===== src/rtl/gate_operand_gen.sv =====
// gate_operand_gen: operand-pair stimulus source for two-operand gate blocks.
// Emits a programmable number of (a, b) pairs on a valid/ready handshake,
// either counting exhaustively through all 2^(2*WIDTH) combinations or
// stepping a 16-bit Fibonacci LFSR (taps 16,14,13,11).
module gate_operand_gen #(
    parameter int          WIDTH = 5,
    parameter logic [15:0] SEED  = 16'hACE1
) (
    input  logic             clk,
    input  logic             rst_n,
    input  logic             start,
    input  logic             mode,
    input  logic [15:0]      num_vec,
    input  logic             out_ready,
    output logic             out_valid,
    output logic [WIDTH-1:0] a,
    output logic [WIDTH-1:0] b,
    output logic             busy,
    output logic             done,
    output logic [15:0]      vec_cnt
);

    localparam int W2 = 2 * WIDTH;

    typedef enum logic [1:0] {
        IDLE = 2'd0,
        RUN  = 2'd1,
        FIN  = 2'd2
    } state_t;

    // One LFSR step: feedback from bits 15,13,12,10 shifted in at bit 0.
    function automatic logic [15:0] lfsr_step(input logic [15:0] s);
        lfsr_step = {s[14:0], s[15] ^ s[13] ^ s[12] ^ s[10]};
    endfunction

    state_t             state_r, state_s;
    logic               mode_r, mode_s;
    logic [15:0]        num_r, num_s;
    logic [W2-1:0]      cnt_r, cnt_s;
    logic [15:0]        lfsr_r, lfsr_s;
    logic [WIDTH-1:0]   a_s, b_s;
    logic               valid_s, busy_s, done_s;
    logic [15:0]        vec_s;
    logic               xfer_s;

    assign xfer_s = out_valid & out_ready;

    // Next-state and next-output computation for the IDLE/RUN/FIN controller.
    always_comb begin
        state_s = state_r;
        mode_s  = mode_r;
        num_s   = num_r;
        cnt_s   = cnt_r;
        lfsr_s  = lfsr_r;
        a_s     = a;
        b_s     = b;
        valid_s = out_valid;
        busy_s  = busy;
        done_s  = 1'b0;
        vec_s   = vec_cnt;
        case (state_r)
            IDLE: begin
                if (start) begin
                    vec_s = 16'd0;
                    if (num_vec != 16'd0) begin
                        // Restart both generators so every run begins at vector 0.
                        state_s = RUN;
                        mode_s  = mode;
                        num_s   = num_vec;
                        cnt_s   = {W2{1'b0}};
                        lfsr_s  = SEED;
                        valid_s = 1'b1;
                        busy_s  = 1'b1;
                        if (mode) begin
                            a_s = SEED[W2-1:WIDTH];
                            b_s = SEED[WIDTH-1:0];
                        end else begin
                            a_s = {WIDTH{1'b0}};
                            b_s = {WIDTH{1'b0}};
                        end
                    end else begin
                        state_s = FIN;
                        done_s  = 1'b1;
                    end
                end else begin
                    state_s = IDLE;
                end
            end
            RUN: begin
                if (xfer_s) begin
                    // Advance and present the next vector immediately (no bubble).
                    vec_s  = vec_cnt + 16'd1;
                    cnt_s  = cnt_r + W2'(1);
                    lfsr_s = lfsr_step(lfsr_r);
                    if (mode_r) begin
                        a_s = lfsr_s[W2-1:WIDTH];
                        b_s = lfsr_s[WIDTH-1:0];
                    end else begin
                        a_s = cnt_s[W2-1:WIDTH];
                        b_s = cnt_s[WIDTH-1:0];
                    end
                    if (vec_s == num_r) begin
                        state_s = FIN;
                        valid_s = 1'b0;
                        busy_s  = 1'b0;
                        done_s  = 1'b1;
                    end else begin
                        state_s = RUN;
                    end
                end else begin
                    state_s = RUN;
                end
            end
            FIN: begin
                state_s = IDLE;
            end
            default: begin
                state_s = IDLE;
                valid_s = 1'b0;
                busy_s  = 1'b0;
            end
        endcase
    end

    // State and registered outputs; asynchronous reset returns everything to idle.
    always_ff @(posedge clk or negedge rst_n) begin
        if (!rst_n) begin
            state_r   <= IDLE;
            mode_r    <= 1'b0;
            num_r     <= 16'd0;
            cnt_r     <= {W2{1'b0}};
            lfsr_r    <= SEED;
            a         <= {WIDTH{1'b0}};
            b         <= {WIDTH{1'b0}};
            out_valid <= 1'b0;
            busy      <= 1'b0;
            done      <= 1'b0;
            vec_cnt   <= 16'd0;
        end else begin
            state_r   <= state_s;
            mode_r    <= mode_s;
            num_r     <= num_s;
            cnt_r     <= cnt_s;
            lfsr_r    <= lfsr_s;
            a         <= a_s;
            b         <= b_s;
            out_valid <= valid_s;
            busy      <= busy_s;
            done      <= done_s;
            vec_cnt   <= vec_s;
        end
    end

endmodule


===== config.mk =====
export PLATFORM = sky130hd
export DESIGN_NAME = gate_operand_gen
export DESIGN_NICKNAME = d
export VERILOG_FILES = /design/src/rtl/gate_operand_gen.sv
export SDC_FILE = /design/constraint.sdc
export NUM_CORES = 1
export LEC_CHECK = 0
export CORE_UTILIZATION = 28
export CTS_CLUSTER_DIAMETER = 120
export DETAILED_ROUTE_END_ITERATION = 10
export PLACE_DENSITY = 0.46
export SLEW_MARGIN = 30
export SYNTH_ARGS = -nofsm -noshare
export SYNTH_HDL_FRONTEND = slang
export SYNTH_SLANG_ARGS = --single-unit

===== constraint.sdc =====
create_clock -name clk -period 2.4 [get_ports clk]
set_input_delay 0.36 -clock clk [delete_from_list [all_inputs] [get_ports clk]]
set_output_delay 0.36 -clock clk [all_outputs]
set_load 0.05 [all_outputs]

==> summary.txt <==
Power
  • Cell internal pwr: 3.55 mW
  • Tot Pwr: 5.67 mW
  • Leak: 1.98 nW
  • Pwr Density: 1170 mW/mm²
  • Seq pwr share: 36.6%
  • P_sw: 2.12 mW
  • Switching part of the total power: 37.4%
  • Combinational power share: 39.4%
  • Clk pwr share: 24.0%
  • Max VDD drop: 0.399 mV

Layout
  • Design area: 0.00486 mm²
  • Fill count: 1286
  • Final net count: 457
  • Share of post-route cells with drive strength above 1: 15.9%
  • Layout area overhead: 29.2%
  • Antenna cells: 0

Floorplanning
  • Starting density of the core: 29.2%
  • CORE AREA: 0.0129 mm²
  • Die width: 118 µm
  • I/O pin count: 50
  • Die area: 0.0139 mm²
  • Row count: 41
  • Die H: 118 µm

Detailed routing
  • Starting DRC count in detailed routing: 131
  • Drt total wl: 9.51 mm
  • Drt drc: 0
  • Drt wl/cell: 15.6 µm
  • Final antenna-violating net count: 0
  • Vias per inst: 4.87
  • DR pass1 iterations: 5
  • Total number of vias: 2976

Setup path
  • Critical path required time: 2.59 ns
  • Critical path arrival: 2.40 ns
  • R2R setup slack: 0.19 ns
  • Critical path startpoint category: flip-flop
  • CP Max Fanout: 6
  • Launch point of the critical path: vec_cnt[1]
  • Worst Reg2Reg Path Length in Cells: 7
  • Reg2reg start: vec_cnt[1]
  • Crit Path Class: flip-flop to flip-flop
  • Critical path capture point type: flip-flop

Flow run
  • Max Cap Viol: 0

Yosys
  • Yosys reg bits: 72
  • Synth warnings: 0
  • Post-Syn Area per Cell: 10.1 µm²
  • Post-synth EDFFs: 0
  • Cell Area, Synth: 0.00376 mm²
  • Largest cells by area after synthesis: dfrtp_1, dfstp_2, o21ai_0, xnor2_1, mux2_2
  • Register area share after synthesis: 48.2%
  • Yosys top cell area share: 42.6%
  • Post-synth top flop: dfrtp_1
  • Cell taking the most area after synthesis: dfrtp_1
  • Share of flip-flops with an asynchronous set or reset: 100%
  • Yosys cell types: 52
  • Synth Net Count: 394
  • Cells after Synth: 371

Place
  • Port bufs: 49
  • Area of placed instances: 0.00456 mm²
  • Placer Congestion: 0.746
  • DP HPWL: 6.77 mm

Timing
  • Fin crit share: 92.1%
  • Clock skew: 0.00737 ns
  • Slew Limit Fails: 0
  • Final hold violation count: 0
  • RSZ-0062 raised after global routing: no
  • Max Freq: 0.452 GHz
  • Final Setup Violations: 0
  • Worst relative slew slack: 51.6%
  • Final Critical Period: 2.21 ns
  • Tightest Pin Transition: 0.723 ns

Clock tree
  • Clk buf depth: 2
  • H-tree depth: 3
  • Root buf cell: clkbuf_16
  • CTS tree: built
  • Cts repair resizes: 0
  • Clk slew on worst S/H paths: 0.06 ns
  • # clock sinks: 72
  • Cts hold-fix bufs: 0
  • Number of setup buffers added after CTS: 0
  • Worst-Skew Late Latency: 0.33 ns
  • Cts bufs inserted: 9

Hold path
  • Class of the worst hold path: input port to async pin

GRT
  • First-pass GRT wire length: 16.0 mm
  • Total global-route track usage: 14.9%
  • Initial antenna violation count: 0
  • Vias in the first global route: 2978
  • Largest net degree at the start of global routing: 73
  • Grt total ovfl: 0

Status
  • Status: finished clean
-- cells by family after synthesis --
family	Yosys count	synth area share [%]
flip-flops	72	48.2
AO/OA/AOI/OAI	101	17.3
XOR/XNOR	35	8.15
buffers and inverters	27	3.56
adder cells (fa/ha/maj)	2	0.665
multiplexers	21	6.15
AND/OR/NAND/NOR	113	16.0
-- placed cells by master, fill, tap and decap left out, types with 2 or more instances in the layout --
cell type / count
buf_12: 2
clkbuf_16: 9
clkbuf_8: 2
xor2_1: 12
buf_4: 21
clkinv_2: 2
ha_1: 2
and3_1: 9
o22a_1: 8
clkdlybuf4s50_1: 48
nand2_1: 40
nand4_1: 3
o31ai_1: 9
xnor2_1: 23
o21ai_0: 42
a21oi_1: 15
dfrtp_1: 64
and4_1: 4
a22o_1: 12
inv_1: 7
nand3_1: 13
mux2_2: 17
nor2_1: 17
nand2b_1: 2
and2_1: 2
nor2b_1: 4
nor3_1: 4
mux2i_1: 4
nand3b_1: 3
dfstp_2: 8
clkbuf_1: 2
nor4_1: 4
-- registers in the layout (all words and copies together), names as in the netlist --
register	cells
a	5
vec_cnt	16
cnt_r	10
lfsr_r	16
busy	1
state_r	1
done	1
num_r	16
mode_r	1
b	5
-- worst max-delay path, stage by stage (launching register included) --
cell and delay, ns:
dfrtp_1 0.44, ha_1 0.30, nand3_1 0.20, nor4_2 0.33
xnor2_1 0.17, a211oi_2 0.21, nor4b_4 0.31, a22oi_1 0.12
-- cells in the mapped netlist, types with 3 or more instances --
master,count
o31ai_1,9
nand3b_1,3
nor4_1,4
inv_1,7
o22a_1,8
dfstp_2,8
nor2b_1,4
xor2_1,12
buf_2,5
mux2_2,17
nand2_1,40
nand3_1,13
xnor2_1,23
mux2i_1,4
nor3_1,4
clkbuf_1,9
buf_6,3
o21ai_0,42
dfrtp_1,64
nor2_1,17
and4_1,4
nand4_1,3
a22o_1,12
a21oi_1,15
and3_1,9
-- through the flow --
step / util [%] / TNS, ns / instances / hold slack, ns / worst slack (ns)
6_report: 37.7 / 0 / 611 / 0.0525 / 0.189
5_1_grt: 37.7 / 0 / 611 / 0.0812 / 0.00415
4_1_cts: 37.7 / 0 / 611 / 0.0622 / 0.186
3_5_place_dp: 35.4 / -4.97 / 595 / 0.428 / -0.164
3_3_place_gp: 35.4 / -7.16 / 595 / 0.431 / -0.197
2_1_floorplan: - / 0 / 371 / 0.0644 / 0.0921
-- final timing paths --
path / end
min: b[0]
min in group clk: b[0]
min reg2reg: b[0]
max reg2reg: state_r[0]
max: state_r[0]
max in group asynchronous: lfsr_r[7]
-- area by class of cell --
| type | count | area, µm² | share of cell area, % |
|---|---|---|---|
| inverters | 7 | 26.3 | 0.541 |
| multi-input cells | 272 | 1820 | 37.5 |
| well taps | 172 | 215 | 4.43 |
| repair buffers | 72 | 683 | 14.1 |
| clock buffers | 13 | 260 | 5.36 |
| flip-flops and latches | 72 | 1810 | 37.3 |
| clock inverters | 3 | 40.0 | 0.824 |
-- power groups by stage --
stage	Sequential (mW)	Combinational [mW]	Clock (mW)
global route	2.15	2.44	1.46
global placement	2.09	2.24	0
floorplan	2.32	1.29	0
finish	2.07	2.23	1.36
detailed placement	2.10	2.25	0
CTS	2.08	2.26	1.40
-- routing by layer --
metal | part of all wire (%) | GRT usage (%) | vias up
met3 | 3.8 | 2.96 | 8
met1 | 51 | 20.9 | 1448
li1 | - | - | 1467
met5 | 0 | 0 | -
met4 | 1.2 | 7.29 | 0
met2 | 44 | 21.6 | 53
No activity file was read; power rests on OpenSTA's default activity.
